[config.mk]
export PLATFORM = sky130hd
export DESIGN_NAME = sobel_convolver
export DESIGN_NICKNAME = d
export VERILOG_FILES = /design/src/rtl/sobel_pkg.sv /design/src/rtl/sobel_mac.sv /design/src/rtl/sobel_convolver.sv
export SDC_FILE = /design/constraint.sdc
export NUM_CORES = 1
export LEC_CHECK = 0
export ABC_AREA = 0
export BUFFER_PORTS_ARGS = -buffer_cell sky130_fd_sc_hd__buf_2
export CORE_UTILIZATION = 24
export CTS_CLUSTER_SIZE = 40
export DETAILED_ROUTE_END_ITERATION = 8
export GPL_ROUTABILITY_DRIVEN = 1
export GPL_TIMING_DRIVEN = 0
export MAX_ROUTING_LAYER = met4
export PLACE_DENSITY = 0.42
export SLEW_MARGIN = 5
export SYNTH_ARGS = -nofsm -noshare
export SYNTH_HDL_FRONTEND = slang
export SYNTH_SLANG_ARGS = --single-unit
export TNS_END_PERCENT = 100
[constraint.sdc]
create_clock -name clk -period 15 [get_ports clk]
set_input_delay 1.5 -clock clk [delete_from_list [all_inputs] [get_ports clk]]
set_output_delay 1.5 -clock clk [all_outputs]
set_load 0.005 [all_outputs]
[src/rtl/sobel_pkg.sv]
// Shared types, sizes and the sign-magnitude multiply-accumulate step for the Sobel convolver.
package sobel_pkg;

    localparam int unsigned PIX_BITS = 8;
    localparam int unsigned MAG_W    = 4;
    localparam int unsigned COEF_W   = MAG_W + 1;
    localparam int unsigned ACC_BITS = 18;
    localparam int unsigned NTAPS    = 9;
    localparam int unsigned TAP_W    = 4;
    localparam int unsigned EDGE_W   = 8;

    typedef logic [COEF_W-1:0]                  coef_t;
    typedef logic [PIX_BITS-1:0]                pix_t;
    typedef logic signed [ACC_BITS-1:0]         acc_t;
    typedef logic [2:0][2:0][PIX_BITS-1:0]      pix_win_t;
    typedef logic [2:0][2:0][COEF_W-1:0]        coef_win_t;

    typedef enum logic [1:0] {
        IDLE,
        ACC,
        DONE
    } state_t;

    // acc +/- pix*mag; the sign bit picks subtraction, so a negative zero adds nothing
    function automatic acc_t sm_mac(input acc_t acc, input pix_t pix, input coef_t coef);
        logic [PIX_BITS+MAG_W-1:0] prod;
        acc_t                      term;
        prod = (PIX_BITS+MAG_W)'(pix) * (PIX_BITS+MAG_W)'(coef[MAG_W-1:0]);
        term = acc_t'(prod);
        return coef[COEF_W-1] ? (acc - term) : (acc + term);
    endfunction

endpackage

[src/rtl/sobel_mac.sv]
// Single signed accumulator applying one sign-magnitude tap per enabled cycle.
module sobel_mac
    import sobel_pkg::*;
(
    input  logic  clk,
    input  logic  rst,
    input  logic  clr,
    input  logic  en,
    input  pix_t  pix,
    input  coef_t coef,
    output acc_t  acc,
    output acc_t  acc_nxt_c
);

    assign acc_nxt_c = sm_mac(acc, pix, coef);

    // accumulator register: clear on a new window, step on each tap
    always_ff @(posedge clk) begin
        if (rst) begin
            acc <= '0;
        end else if (clr) begin
            acc <= '0;
        end else if (en) begin
            acc <= acc_nxt_c;
        end
    end

endmodule

[src/rtl/sobel_convolver.sv]
// Sequential 3x3 Sobel convolver: one tap per cycle, |Gx|+|Gy| scaled and clipped to 8 bits.
module sobel_convolver
    import sobel_pkg::*;
#(
    parameter int unsigned PIX_W = PIX_BITS,
    parameter int unsigned ACC_W = ACC_BITS,
    parameter int unsigned SHIFT = 2
) (
    input  logic                       clk,
    input  logic                       rst,
    input  logic                       in_valid,
    output logic                       in_ready,
    input  logic [2:0][2:0][PIX_W-1:0] win,
    input  coef_win_t                  kx,
    input  coef_win_t                  ky,
    output logic                       out_valid,
    input  logic                       out_ready,
    output logic [EDGE_W-1:0]          edge_out,
    output logic                       sat
);

    localparam int unsigned      SUM_W    = ACC_W + 1;
    localparam logic [TAP_W-1:0] LAST_TAP = TAP_W'(NTAPS - 1);

    state_t                     state_q, state_d;
    logic [2:0][2:0][PIX_W-1:0] win_q;
    coef_win_t                  kx_q, ky_q;
    logic [TAP_W-1:0]           tap_q;
    logic                       load_c, step_c, fin_c;
    logic [1:0]                 row_c, col_c;
    pix_t                       pix_c;
    acc_t                       accx, accy, accx_nxt_c, accy_nxt_c;
    logic signed [SUM_W-1:0]    xs_c, ys_c;
    logic [SUM_W-1:0]           absx_c, absy_c, sum_c, shifted_c;
    logic [EDGE_W-1:0]          edge_c;
    logic                       sat_c;

    // next-state and control strobes
    always_comb begin
        state_d = state_q;
        load_c  = 1'b0;
        step_c  = 1'b0;
        fin_c   = 1'b0;
        case (state_q)
            IDLE: begin
                if (in_valid) begin
                    load_c  = 1'b1;
                    state_d = ACC;
                end
            end
            ACC: begin
                step_c = 1'b1;
                if (tap_q == LAST_TAP) begin
                    fin_c   = 1'b1;
                    state_d = DONE;
                end
            end
            DONE: begin
                if (out_ready) begin
                    state_d = IDLE;
                end
            end
            default: state_d = IDLE;
        endcase
    end

    // tap mux: tap t selects row t/3, column t%3
    always_comb begin
        row_c = 2'(tap_q / TAP_W'(3));
        col_c = 2'(tap_q % TAP_W'(3));
        pix_c = pix_t'(win_q[row_c][col_c]);
    end

    sobel_mac u_mac_x (
        .clk       (clk),
        .rst       (rst),
        .clr       (load_c),
        .en        (step_c),
        .pix       (pix_c),
        .coef      (kx_q[row_c][col_c]),
        .acc       (accx),
        .acc_nxt_c (accx_nxt_c)
    );

    sobel_mac u_mac_y (
        .clk       (clk),
        .rst       (rst),
        .clr       (load_c),
        .en        (step_c),
        .pix       (pix_c),
        .coef      (ky_q[row_c][col_c]),
        .acc       (accy),
        .acc_nxt_c (accy_nxt_c)
    );

    // edge magnitude from the post-last-tap sums, so the result lands with the DONE entry
    always_comb begin
        xs_c      = SUM_W'(accx_nxt_c);
        ys_c      = SUM_W'(accy_nxt_c);
        absx_c    = xs_c[SUM_W-1] ? SUM_W'(-xs_c) : SUM_W'(xs_c);
        absy_c    = ys_c[SUM_W-1] ? SUM_W'(-ys_c) : SUM_W'(ys_c);
        sum_c     = absx_c + absy_c;
        shifted_c = sum_c >> SHIFT;
        edge_c    = EDGE_W'(shifted_c);
        sat_c     = 1'b0;
        if (shifted_c > SUM_W'(255)) begin
            edge_c = '1;
            sat_c  = 1'b1;
        end
    end

    // state, captured window/kernels, tap counter and registered outputs
    always_ff @(posedge clk) begin
        if (rst) begin
            state_q   <= IDLE;
            win_q     <= '0;
            kx_q      <= '0;
            ky_q      <= '0;
            tap_q     <= '0;
            in_ready  <= 1'b1;
            out_valid <= 1'b0;
            edge_out  <= '0;
            sat       <= 1'b0;
        end else begin
            state_q   <= state_d;
            in_ready  <= (state_d == IDLE);
            out_valid <= (state_d == DONE);
            if (load_c) begin
                win_q <= win;
                kx_q  <= kx;
                ky_q  <= ky;
                tap_q <= '0;
            end else if (step_c && !fin_c) begin
                tap_q <= tap_q + TAP_W'(1);
            end
            if (fin_c) begin
                edge_out <= edge_c;
                sat      <= sat_c;
            end
        end
    end

endmodule

After elaboration in Yosys (flattened, before gate mapping)

Cells that the tools add are included.

Register bits after elaboration: 215
Bits of input ports: 166
Output and inout port bits: 11

$add $sub $neg: 8
$mul: 2
Div/mod/pow operators: 2
Order comparisons: 3
Eq/ne operators: 4
Mux-type cells: 27
Reductions and logical operators: 5

Operators by type and width:

| kind                | count |
|---|---|
| $bmux 15 s2         | 2 |
| $bmux 24 s2         | 1 |
| $mux 19             | 2 |
| $neg 18->19         | 2 |
| $add 18x13->18      | 2 |
| $mux 18             | 2 |
| $sub 18x13->18      | 2 |
| $mux 15             | 2 |
| $mul 8x4->12        | 2 |
| $mux 24             | 1 |
| $bmux 5 s2          | 2 |
| $add 19x19->19      | 1 |
| $gt 17x8->1 const B | 1 |
| $bmux 8 s2          | 1 |
| $mux 8              | 2 |
| $mux 5              | 2 |
| $lt 2x3->1 const B  | 2 |
| $mux 1              | 6 |
| $mux 2              | 3 |
| $pmux 2 s3          | 1 |
| $add 4x1->4 const B | 1 |
| $div 4x2->4 const B | 1 |
| $eq 2x2->1 const B  | 2 |
| $eq 4x4->1 const B  | 1 |
| other kinds (6)     | 7 |

Depth between registers and ports, before layout

Gate-level depths: netlist (run 1).

Depth in word-level cells: 13
Gate-level depth with buffers: 55
Mapped depth without buffers: 51

By module

From an unflattened synthesis (run 1), not the netlist that was laid out.

Cell total of the unflattened synthesis: 1940
Area total of the unflattened synthesis: 15289.7 sq um

Modules (own cells, without submodules):

| module          | times used | cells an instance | area each (sq um) | seq. area each (sq um) |
|---|---|---|---|---|
| sobel_convolver | 1          | 1236              | 9584.2            | 3583.4 |
| sobel_mac       | 2          | 352               | 2852.7            | 360.3 |

Worst setup path before layout (run 1)

Ideal clock, no wire load.

Path kind: register -> register
Start point: register tap_q[0]
End point: register edge_out[2]
Arrival: 11480 ps
Data required time: 14868 ps
Setup slack: 3388 ps
Stages on the path, launching flop included: 49
Buffers on the path: 5
Period minus slack after synthesis: 11612 ps
Cell sequence: dfxtp_1 > clkbuf_1 > inv_2 > buf_1 > ha_1 > nand3b_1 > a21oi_1 > nor2_1 > ha_1 > a211o_4 > nor2_1 > buf_2 > buf_1 > mux2i_1 > o21ai_0 > a2bb2oi_1 > nor2_1 > fa_1 > [13 not listed] > clkbuf_1 > o2111ai_1 > a31oi_1 > a31oi_1 > nor3_2 > o21ai_0 > o21a_1 > ha_1 > nor3b_1 > o21a_1 > o21a_1 > o31a_1 > nor4_1 > o41ai_1 > mux2i_1 > nand2_1 > a21oi_1 > nor3_1

Cells in the longest elaborated chain, start to end: 13
Elaborated cells on any way between the ends: 32

RTL lines:

| item                                                    | RTL line                                       | text |
|---|---|---|
| start, declared                                         | sobel_convolver.sv:28                          | `logic [TAP_W-1:0] tap_q;` |
| start signal, assigned                                  | sobel_convolver.sv:134                         | `tap_q <= tap_q + TAP_W'(1);` |
| $div 4x2->4                                             | sobel_convolver.sv:69                          | `row_c = 2'(tap_q / TAP_W'(3));` |
| $bmux 24 s2 (tied with other cells)                     | sobel_convolver.sv:71                          | `pix_c = pix_t'(win_q[row_c][col_c]);` |
| $mux 24 (implied by the code) (tied with other cells)   | sobel_convolver.sv:71                          |  |
| $bmux 8 s2 (tied with other cells)                      | sobel_convolver.sv:71                          |  |
| $mux 8 (implied by the code) (tied with other cells)    | sobel_convolver.sv:71                          |  |
| $mul 8x4->12                                            | sobel_pkg.sv:28                                | `prod = (PIX_BITS+MAG_W)'(pix) * (PIX_BITS+MAG_W)'(coef[MAG_W-1:0]);` |
| $add 18x13->18 / $sub 18x13->18 (equally long branches) | sobel_pkg.sv:30                                | `return coef[COEF_W-1] ? (acc - term) : (acc + term);` |
| $mux 18                                                 | sobel_pkg.sv:30                                |  |
| $neg 18->19, on equally long branches                   | sobel_convolver.sv:100, sobel_convolver.sv:101 |  |
| $mux 19, on equally long branches                       | sobel_convolver.sv:100, sobel_convolver.sv:101 |  |
| $add 19x19->19                                          | sobel_convolver.sv:102                         | `sum_c = absx_c + absy_c;` |
| $gt 17x8->1                                             | sobel_convolver.sv:106                         | `if (shifted_c > SUM_W'(255)) begin` |
| $mux 8                                                  | sobel_convolver.sv:106                         |  |
| end signal, assigned                                    | sobel_convolver.sv:137                         | `edge_out <= edge_c;` |
| end, declared                                           | sobel_convolver.sv:18                          | `output logic [EDGE_W-1:0] edge_out,` |

Several ways; a longest one is shown, not always the timed one. The select of a mux whose other input is x is not followed.
A chain may end at the register's enable or synchronous reset.

Final worst setup path (run 1)

Same ends and word-level chain as after synthesis.

==> results of run 1 <==
## Yosys cell counts, drive strengths merged (21+ instances only)
master / instances / area [sq um]
nor3: 49 / 250
fa: 26 / 521
nand3: 24 / 125
xor2: 31 / 279
clkbuf: 81 / 304
a211oi: 21 / 193
dfxtp: 215 / 4300
nand2: 438 / 1640
ha: 95 / 1190
xnor2: 60 / 533
inv: 68 / 255
nor2: 168 / 646
a21oi: 263 / 1340
o21ai: 46 / 234
## power groups by stage
stage | registers, mW | clock network (mW) | logic [mW]
2_1_floorplan | 0.640 | 0 | 1.37
3_3_place_gp | 0.650 | 0 | 1.78
3_5_place_dp | 0.651 | 0 | 1.80
4_1_cts | 0.638 | 0.690 | 1.82
5_1_grt | 0.642 | 0.713 | 2.05
6_report | 0.638 | 0.672 | 1.82
## cell type report
class | instances | area [sq um] | share of cell area [%]
Tap cell | 782 | 978 | 5.61
Clock buffer | 36 | 749 | 4.30
Antenna cell | 1 | 2.50 | 0.0143
Sequential cell | 215 | 4300 | 24.7
Clock inverter | 13 | 154 | 0.882
Multi-Input combinational cell | 1529 | 9710 | 55.7
Timing Repair Buffer | 178 | 891 | 5.11
Buffer | 95 | 402 | 2.30
Inverter | 68 | 255 | 1.46
## state kept, by name (all words and copies together), names as in the netlist
name	flops
kx_q	45
u_mac_y.acc	18
u_mac_x.acc	18
ky_q	45
win_q	72
in_ready	1
out_valid	1
sat	1
tap_q	4
state_q	2
edge_out	8
## cells in the final DEF (no fill, tap or decap), types with 17 or more instances in the layout
cell       instances
nor2_1           160
nor2b_1           20
clkbuf_1          85
mux4_2            18
dfxtp_1          215
xnor2_1           59
mux2i_1           17
a211oi_1          17
a21o_1            17
a21oi_1          258
clkbuf_16         27
ha_1              95
nand2b_1          20
a31oi_1           17
nand3_1           23
buf_2            182
o21ai_0           44
nand2_1          438
xor2_1            30
fa_1              26
nor3_1            47
inv_1             67
## cells by family (layout without fill, tap and decap cells)
logic type,after synthesis,in the layout,synth area share (%)
AND/OR/NAND/NOR,807,807,24.4
AO/OA/AOI/OAI,470,470,20.2
flip-flops,215,215,29.4
buffers and inverters,163,390,4.45
adder cells (fa/ha/maj),121,121,11.7
XOR/XNOR,91,91,5.55
multiplexers,40,40,4.31
other,0,1,0
## through the flow
step                      std cells  cell area (sq um)  setup TNS (ns)
after floorplan                1907              14600               0
after global placement         2865              16500           -3.53
after detailed placement       2867              16500           -1.12
after CTS                      2916              17400               0
after global routing           2917              17400               0
final                          2917              17400               0
## per-layer routing
layer	vias up	share of wire [%]	global-route usage (%)
met3	84	3.5	1.72
met1	6619	45	20.5
met2	275	49	29.1
li1	6994	-	-
met4	0	3.3	5.70
met5	-	0	-
## timing repair
| action | CTS | global route |
|---|---|---|
| setup buffers | 0 | 0 |
| setup endpoints to repair | 8 | 9 |
| resized for setup | 3 | 15 |
## final timing paths
check,end,slack (ns),cells after the start
max,edge_out[2],1.08,51
min,win_q[43],0.45,2
max reg2reg,edge_out[2],1.08,51
min reg2reg,win_q[43],0.45,2
## critical path, delay by kind of cell, from the launching register on
kind | cells | cell delay (ns)
AOI/OAI and AO/OA | 20 | 4.83
adders and majority gates | 7 | 2.85
buffers and inverters | 9 | 2.42
and+or+nand+nor | 12 | 2.39
muxes | 1 | 0.44
DFF | 1 | 0.43
xor gates and xnor gates | 2 | 0.40
==> summary.md, run 1 <==
| Metric | Value |
|---|---|
| Status | `finished, violations left` |
| Failing checks | `DRC` |
| Via Count | `14000` |
| Initial antenna violation count | `1` |
| Maxcap violations | `0` |
| H-tree Lvls | `1` |
| Crit Path Class | `register to register` |
| Global-route wire length before repair | `79700 microns` |
| Setup violations, final | `0` |
| NumNets Final | `2401` |
| CP Capture Type | `register` |
| Routed Antenna Nets | `0` |
| Post-Route WL | `51900 microns` |
| Crit-path max FO | `11` |
| Routability cong. | `0.888` |
| Number of cell rows | `90` |
| Worst reg2reg path startpoint | `tap_q[0]` |
| Power, Total | `3.13 mW` |
| Critical Path RT | `15.41 ns` |
| Max incr delay on CP | `0.58 ns` |
| Post-synthesis cell type count | `90` |
| Fmax | `71.9 MHz` |
| Largest net degree at the start of global routing | `14` |
| PD cells | `179 nW/um^2` |
| Clock Pin Slew Worst Setup and Hold Paths | `0.06 ns` |
| Max Buffers Root-to-Sink | `3` |
| Synth warn | `0` |
| RSZ-0062 raised after global routing | `no` |
| WL/cell | `17.8 microns` |
| Switching share of power | `44.1%` |
| Clock sinks | `215` |
| CP arrival | `14.33 ns` |
| Clk_skew | `0.0198 ns` |
| Measured slew at the worst slew-check pin | `1.03 ns` |
| Final Hold Violating Endpoints | `0` |
| Synthesis-stage register bit count | `215` |
| Min cycle time layout | `13.92 ns` |
| Post-synth EDFFs | `0` |
| Syn_area_per_cell | `7.67 sq um` |
| Max-slew violations | `0` |
| Hold Buf Count CTS | `0` |
| Io pins | `177` |
| Switching component of the power | `1.38 mW` |
| IO buf count | `176` |
| First drt pass iteration count | `7` |
| HPWL Detailed | `42000 microns` |
| P_int | `1.75 mW` |
| Crit start category | `register` |
| Lkg Pwr | `7.19 nW` |
| Core Region | `60200 sq um` |
| Mapped Cells | `1907` |
| Skew-Pair Late Insertion Delay | `0.56 ns` |
| Min Hold Slack | `0.451 ns` |
| Vias in the first global route | `13900` |
| Hold Crit Class | `register to register` |
| Peak VDD IR | `117 uV` |
| Via density | `4.79` |
| Sequential power share | `20.4%` |
| Share of total power in the clock network | `21.5%` |
| Net Count, Synth | `2194` |
| Mapped Area | `14600 sq um` |
| Pre-CTS WS | `-0.237 ns` |
| GR Util All Layers | `16.9%` |
| CP dominant cell by count | `a21oi_1` |
| Chip width | `249 microns` |
| Share of cells above drive strength 1 | `14.9%` |
| Final worst slack | `1.08 ns` |
| Clock buffer count from CTS | `27` |
| Synth-to-layout area growth | `19.3%` |
| Fin crit share | `92.8%` |
| Drt drc | `1` |
| Die Height | `249 microns` |
| Worst setup path start | `tap_q[0]` |
| Register area share after synthesis | `29.4%` |
| Initial Util | `24.3%` |
| Slew HR | `31.5%` |
| Gr ovfl total | `0` |
| CP max stage cell | `fa_1` |
| Top FF cell, synth | `dfxtp_1` |
| Post-synth ARST share | `0%` |
| Area of the die | `61900 sq um` |
| Gate power share | `58.1%` |
| CTS tree | `done` |
| DRT iter0 DRCs | `661` |
| Final core occ | `29.0%` |
| Clk root buf | `clkbuf_16` |
| HP Start | `win_q[43]` |
| FILL cells | `6557` |
(Power assumes the default switching activity.)
==> run 2, diff against run 1 <==
SYNTH_HIERARCHICAL = 1   (was not set)
clock period = 16.2 ns   (was 15 ns; I/O delays follow)
==> summary.md, run 2 <==
| Metric | Value |
|---|---|
| Drt drc | `0 (-1)` |
| DRT iter0 DRCs | `644 (-2.6%)` |
| Switching component of the power | `2.03 mW (+47%)` |
| RSZ-0062 raised after global routing | `no` |
| Synth-to-layout area growth | `19.1%` |
| Top FF cell, synth | `dfxtp_1` |
| Final core occ | `28.9% (-0.031 points)` |
| Max-slew violations | `0 (unchanged)` |
| Slew HR | `27.2% (-4.3 points)` |
| Fin crit share | `84.1% (-8.6 points)` |
| Peak VDD IR | `222 uV (+89%)` |
| Synthesis-stage register bit count | `215 (unchanged)` |
| H-tree Lvls | `1 (unchanged)` |
| Placed insts | `2962 (+3.3%)` |
| P_int | `2.07 mW (+19%)` |
| Register area share after synthesis | `28.2% (-1.3 points)` |
| NumNets Final | `2431 (+1.2%)` |
| WL/cell | `16.9 microns (-4.9%)` |
| Vias in the first global route | `14100 (+1.5%)` |
| Hold EP | `win_q[12]` |
| Area of the die | `64700 sq um (+4.5%)` |
| Via density | `4.68 (-2.3%)` |
| Setup Buffers After CTS | `0 (unchanged)` |
| Max incr delay on CP | `0.79 ns (+0.21 ns)` |
| Routed Antenna Nets | `0 (unchanged)` |
| Clk_skew | `0.0510 ns (+0.0312 ns)` |
| Maxcap violations | `0 (unchanged)` |
| Syn_area_per_cell | `7.88 sq um (+2.8%)` |
| Crit-path max FO | `11 (unchanged)` |
| Routability cong. | `0.833 (-6.2%)` |
| First drt pass iteration count | `8 (+1)` |
| Max Buffers Root-to-Sink | `3 (unchanged)` |
| CP max stage cell | `buf_1` |
| Largest net degree at the start of global routing | `17 (+3)` |
| Reg-to-reg critical path endpoint | `edge_out[3]` |
| Most common cell after layout, fill and taps aside | `nand2_1` |
| Clock Pin Slew Worst Setup and Hold Paths | `0.06 ns (about the same)` |
| CTS tree | `done` |
| Net Count, Synth | `2225 (+1.4%)` |
| Initial Util | `24.3% (about the same)` |
| Synth area leader | `dfxtp_1` |
| Worst r2r path cells | `48 (-5.9%)` |
| Mapped Cells | `1940 (+1.7%)` |
| Largest regs | `win_q x72, kx_q x45, ky_q x45` |
| Post-synthesis cell type count | `82 (-8.9%)` |
| Sum Neg Setup Slack | `0 ns (unchanged)` |
| Measured slew at the worst slew-check pin | `1.09 ns (+0.0650 ns)` |
| Hold Crit Class | `register to register` |
| Max reg flops | `72 (unchanged)` |
| Clock buffer count from CTS | `28 (+3.7%)` |
| Initial antenna violation count | `1 (unchanged)` |
| Io pins | `177 (unchanged)` |
| CP Capture Type | `register` |
| Number of cell rows | `92 (+2.2%)` |
| Crit Path Class | `register to register` |
| Switching share of power | `49.5% (+5.4 points)` |
| Final Hold Violating Endpoints | `0 (unchanged)` |
| Dpl cell area | `17200 sq um (+4.5%)` |
| Post-synth EDFFs | `0 (unchanged)` |
| Largest Register | `win_q` |
| Core Region | `63000 sq um (+4.5%)` |
| Register area | `4300 sq um (unchanged)` |
| Count leader, synth | `nand2_1` |
| Synth warn | `6 (+6)` |
| Skew-Pair Late Insertion Delay | `0.60 ns (+0.04 ns)` |
| Fmax | `73.4 MHz (+2.1%)` |
| Clk root buf | `clkbuf_16` |
| Via Count | `14100 (+0.87%)` |
| Hold Buf Count CTS | `0 (unchanged)` |
| PD cells | `225 nW/um^2 (+26%)` |
| Power, Total | `4.11 mW (+31%)` |
| Crit start category | `register` |
| HP Start | `win_q[12]` |
| Lkg Pwr | `7.65 nW (+6.4%)` |
| Post-Route WL | `51000 microns (-1.8%)` |
| R2R Setup Slk | `2.57 ns (+1.49 ns)` |
| Chip width | `254 microns (+2.2%)` |
| Gr ovfl total | `0 (unchanged)` |
| Most frequent cells in the layout | `nand2_1, a21oi_1, dfxtp_1, buf_2, ha_1` |
| Die Height | `254 microns (+2.2%)` |
| Post-synth ARST share | `0% (unchanged)` |
| Sequential power share | `14.4% (-6.0 points)` |
| HPWL Detailed | `40900 microns (-2.6%)` |
| Gate power share | `69.3% (+11 points)` |
| Post-synth top area share | `28.2% (-1.3 points)` |
| Fin area | `18200 sq um (+4.4%)` |
| Ranking of synthesized cells by area | `dfxtp_1, nand2_1, a21oi_1` |
| Finished Layout Cells | `3012 (+3.3%)` |
| FILL cells | `6923 (+5.6%)` |
| Hold-critical path depth | `2 (unchanged)` |
| Synth cell count leaders | `nand2_1, a21oi_1, dfxtp_1, ha_1, clkbuf_1` |
| Share of total power in the clock network | `16.3% (-5.2 points)` |
| Status | `finished, final reports clean` |
| CP arrival | `14.05 ns (-0.28 ns)` |
| Worst reg2reg path startpoint | `tap_q[0]` |
| GR Util All Layers | `16.0% (-0.86 points)` |
| Critical Path RT | `16.62 ns (+1.21 ns)` |
| PostCTS Resize Cnt | `0 (-3)` |
| Setup violations, final | `0 (unchanged)` |
| Min cycle time layout | `13.63 ns (-0.287 ns)` |
| Clock sinks | `215 (unchanged)` |
| Mapped Area | `15300 sq um (+4.6%)` |
| IO buf count | `176 (unchanged)` |
| Global-route wire length before repair | `78900 microns (-0.95%)` |
| Share of cells above drive strength 1 | `15.3% (+0.39 points)` |
| Area of the multi-input gates | `10200 sq um (+5.3%)` |
## run 2: worst max-delay path, delay by kind of cell, from the launching register on
kind            cells  cell delay (ns)
compound gates     14             3.29
simple gates       11             3.14
buf+inv            10             2.64
fa+ha+maj           7             2.52
xor+xnor            5             1.14
flops               1             0.38
mux                 1             0.33
## run 2: area by class of cell
class | count | area share [%]
Tap cell | 846 | 5.81
Sequential cell | 215 | 23.6
Buffer | 105 | 2.59
Clock buffer | 40 | 4.42
Clock inverter | 9 | 0.969
Antenna cell | 1 | 0.0137
Timing Repair Buffer | 176 | 4.84
Inverter | 76 | 1.57
Multi-Input combinational cell | 1544 | 56.2
## run 2: through the flow
stage	hold WS [ns]	setup slack, ns
CTS	0.451	2.46
global route	0.470	1.50
finish	0.452	2.57
detailed placement	0.443	2.57
global placement	0.441	2.62
floorplan	0.433	5.27
## run 2: worst max path at each step
stage / startpoint / endpoint / slack (ns) / depth (start not counted)
6_report: tap_q[0] / edge_out[3] / 2.57 / 48
5_1_grt: tap_q[0] / edge_out[5] / 1.50 / 46
4_1_cts: tap_q[0] / edge_out[3] / 2.46 / 48
3_5_place_dp: tap_q[0] / edge_out[3] / 2.57 / 48
3_3_place_gp: tap_q[0] / edge_out[4] / 2.62 / 48
2_1_floorplan: tap_q[0] / edge_out[1] / 5.27 / 49
## run 2: cell families (layout without fill, tap and decap cells)
logic type,after synthesis,in the layout,synth area share (%)
buf+inv,181,406,4.95
xor+xnor,103,103,5.90
flops,215,215,28.2
simple gates,732,732,22.1
fa+ha+maj,119,119,11.0
compound gates,504,504,20.7
other cells,0,1,0
mux,86,86,7.14
## run 2: layer usage
| layer | global-route usage (%) | vias up | part of all wire (%) | routed length, microns |
|---|---|---|---|---|
| li1 | - | 7168 | - | - |
| met2 | 27.3 | 250 | 48 | 24400 |
| met4 | 2.46 | 0 | 1.4 | 718 |
| met3 | 2.02 | 49 | 3.5 | 1800 |
| met1 | 20.5 | 6627 | 47 | 24100 |
| met5 | - | - | 0 | 0 |
## run 2: power by group through the flow
stage / combinational [mW] / clock [mW] / sequential [mW]
finish: 2.85 / 0.668 / 0.592
global route: 3.18 / 0.708 / 0.597
CTS: 2.85 / 0.687 / 0.593
detailed placement: 2.83 / 0 / 0.604
global placement: 2.83 / 0 / 0.603
floorplan: 2.18 / 0 / 0.596
==> run 3, diff against run 2 <==
clock period = 12.57 ns   (was 16.2 ns; I/O delays follow)
==> summary.md, run 3 (same netlist as run 2, synthesis figures left out) <==
| Metric | Value |
|---|---|
| Sum Neg Setup Slack | `0 ns (unchanged)` |
| Chip width | `254 microns (unchanged)` |
| Gr ovfl total | `0 (unchanged)` |
| Area of the die | `64700 sq um (unchanged)` |
| Die Height | `254 microns (unchanged)` |
| Critical Path Sink | `edge_out[3]` |
| Peak VDD IR | `297 uV (+34%)` |
| Number of cell rows | `92 (unchanged)` |
| Hold Crit Class | `register to register` |
| Largest Register | `win_q` |
| Clock sinks | `215 (unchanged)` |
| Setup violations, final | `0 (unchanged)` |
| Most frequent cells in the layout | `nand2_1, a21oi_1, dfxtp_1, buf_2, ha_1` |
| Max-slew violations | `0 (unchanged)` |
| Drt drc | `0 (unchanged)` |
| Final Hold Violating Endpoints | `0 (unchanged)` |
| Status | `finished, final reports clean` |
| Measured slew at the worst slew-check pin | `1.10 ns (+0.00870 ns)` |
| Skew-Pair Late Insertion Delay | `0.60 ns (about the same)` |
| Via Count | `14100 (+0.30%)` |
| Hold Buf Count CTS | `0 (unchanged)` |
| H-tree Lvls | `1 (unchanged)` |
| IO buf count | `176 (unchanged)` |
| Worst r2r path cells | `49 (+2.1%)` |
| Worst reg2reg path startpoint | `tap_q[0]` |
| Clock buffer count from CTS | `28 (unchanged)` |
| FILL cells | `6909 (-0.20%)` |
| Max incr delay on CP | `0.53 ns (-0.26 ns)` |
| WL/cell | `16.9 microns (-0.17%)` |
| Routability cong. | `0.833 (unchanged)` |
| Via density | `4.69 (+0.26%)` |
| CP max stage cell | `fa_1` |
| Critical Path RT | `12.99 ns (-3.63 ns)` |
| R2R Setup Slk | `0.78 ns (-1.79 ns)` |
| Fmax | `84.8 MHz (+16%)` |
| Crit Path Class | `register to register` |
| RSZ-0062 raised after global routing | `no` |
| Vias in the first global route | `14200 (+0.16%)` |
| Crit start category | `register` |
| Crit path max-delay family | `compound AO/OA/AOI/OAI gates` |
| CTS tree | `done` |
| Synth-to-layout area growth | `20.0%` |
| Core Region | `63000 sq um (unchanged)` |
| CP dominant cell by count | `ha_1` |
| Routed Antenna Nets | `0 (unchanged)` |
| Crit-path max FO | `11 (unchanged)` |
| WP depth | `49 (+2.1%)` |
| Clock Pin Slew Worst Setup and Hold Paths | `0.06 ns (about the same)` |
| Setup Buffers After CTS | `0 (unchanged)` |
| Reg-to-reg critical path endpoint | `edge_out[3]` |
| Initial Util | `24.3% (unchanged)` |
| Clk root buf | `clkbuf_16` |
| Slew HR | `26.6% (-0.58 points)` |
| First drt pass iteration count | `5 (-3)` |
| Max reg flops | `72 (unchanged)` |
| Largest net degree at the start of global routing | `17 (unchanged)` |
| Io pins | `177 (unchanged)` |
| Share of cells above drive strength 1 | `16.4% (+1.1 points)` |
| Lkg Pwr | `7.68 nW (+0.44%)` |
| Largest regs | `win_q x72, kx_q x45, ky_q x45` |
| Worst setup path start | `tap_q[0]` |
| Min cycle time layout | `11.79 ns (-1.84 ns)` |
| Max Buffers Root-to-Sink | `3 (unchanged)` |
| Most common cell after layout, fill and taps aside | `nand2_1` |
| Hold-critical path depth | `2 (unchanged)` |
| DRT iter0 DRCs | `649 (+0.78%)` |
| Global-route wire length before repair | `79000 microns (about the same)` |
| Initial antenna violation count | `1 (unchanged)` |
| Fin crit share | `93.8% (+9.7 points)` |
| PD cells | `291 nW/um^2 (+29%)` |
| HPWL Detailed | `40900 microns (unchanged)` |
| NumNets Final | `2431 (unchanged)` |
| CP Capture Type | `register` |
| WP buf/inv | `11 (+1)` |
| GR Util All Layers | `16.0% (about the same)` |
| CP arrival | `12.21 ns (-1.84 ns)` |
| Maxcap violations | `0 (unchanged)` |
| Final core occ | `29.1% (+0.21 points)` |
| Post-Route WL | `50900 microns (-0.14%)` |
| Clk_skew | `0.0514 ns (+0.000423 ns)` |
-- run 3: stage by stage --
stage | power [mW] | std cells | instance area (sq um) | setup slack [ns] | hold slack (ns)
2_1_floorplan | 3.58 | 1940 | 15300 | 1.64 | 0.433
3_3_place_gp | 4.43 | 2962 | 17200 | -1.01 | 0.441
3_5_place_dp | 4.43 | 2962 | 17200 | -1.06 | 0.443
4_1_cts | 5.33 | 3011 | 18300 | 0.117 | 0.451
5_1_grt | 5.83 | 3012 | 18300 | 0.0198 | 0.470
6_report | 5.34 | 3013 | 18300 | 0.778 | 0.452
-- run 3: report_power, final --
part           leakage [nW]  switching, mW  internal (mW)
Clock                 0.475          0.333          0.526
Sequential             1.76         0.0295          0.734
Combinational          5.44           2.28           1.44
-- run 3: worst min-delay path by stage --
stage / start / endpoint / slack, ns
floorplan: kx_q[5] / kx_q[5] / 0.43
global placement: win_q[26] / win_q[26] / 0.44
detailed placement: win_q[12] / win_q[12] / 0.44
CTS: win_q[12] / win_q[12] / 0.45
global route: win_q[40] / win_q[40] / 0.47
finish: win_q[12] / win_q[12] / 0.45
-- run 3: worst reg2reg max path, delay by kind of cell (launching register included) --
family,cells,cell delay [ns]
adders and majority gates,7,2.47
xor gates and xnor gates,4,0.86
and+or+nand+nor,12,2.67
DFF,1,0.38
AOI/OAI and AO/OA,14,3.01
buffers and inverters,11,1.90
muxes,1,0.33
-- run 3: cell type report --
class,count,area [sq um],area share (%)
clock inverter,9,176,0.962
inverter,76,285,1.56
antenna,2,5.00,0.0273
tap,846,1060,5.77
sequential,215,4300,23.5
clock buffer,40,806,4.39
buffer,105,487,2.65
multi-input combinational,1544,10300,56.4
timing repair buffer,176,881,4.80
-- run 3: routing by layer --
layer / GRT usage [%] / share of wire, %
met1: 20.5 / 47
met2: 27.3 / 48
met3: 2.02 / 4.1
met4: 2.46 / 1.4
met5: - / 0
-- run 3: timing repair --
item / CTS / global route
setup endpoints to repair: 9 / 9
gates cloned: 0 / 0
pin swaps: 0 / 3
gates resized for setup: 17 / 20
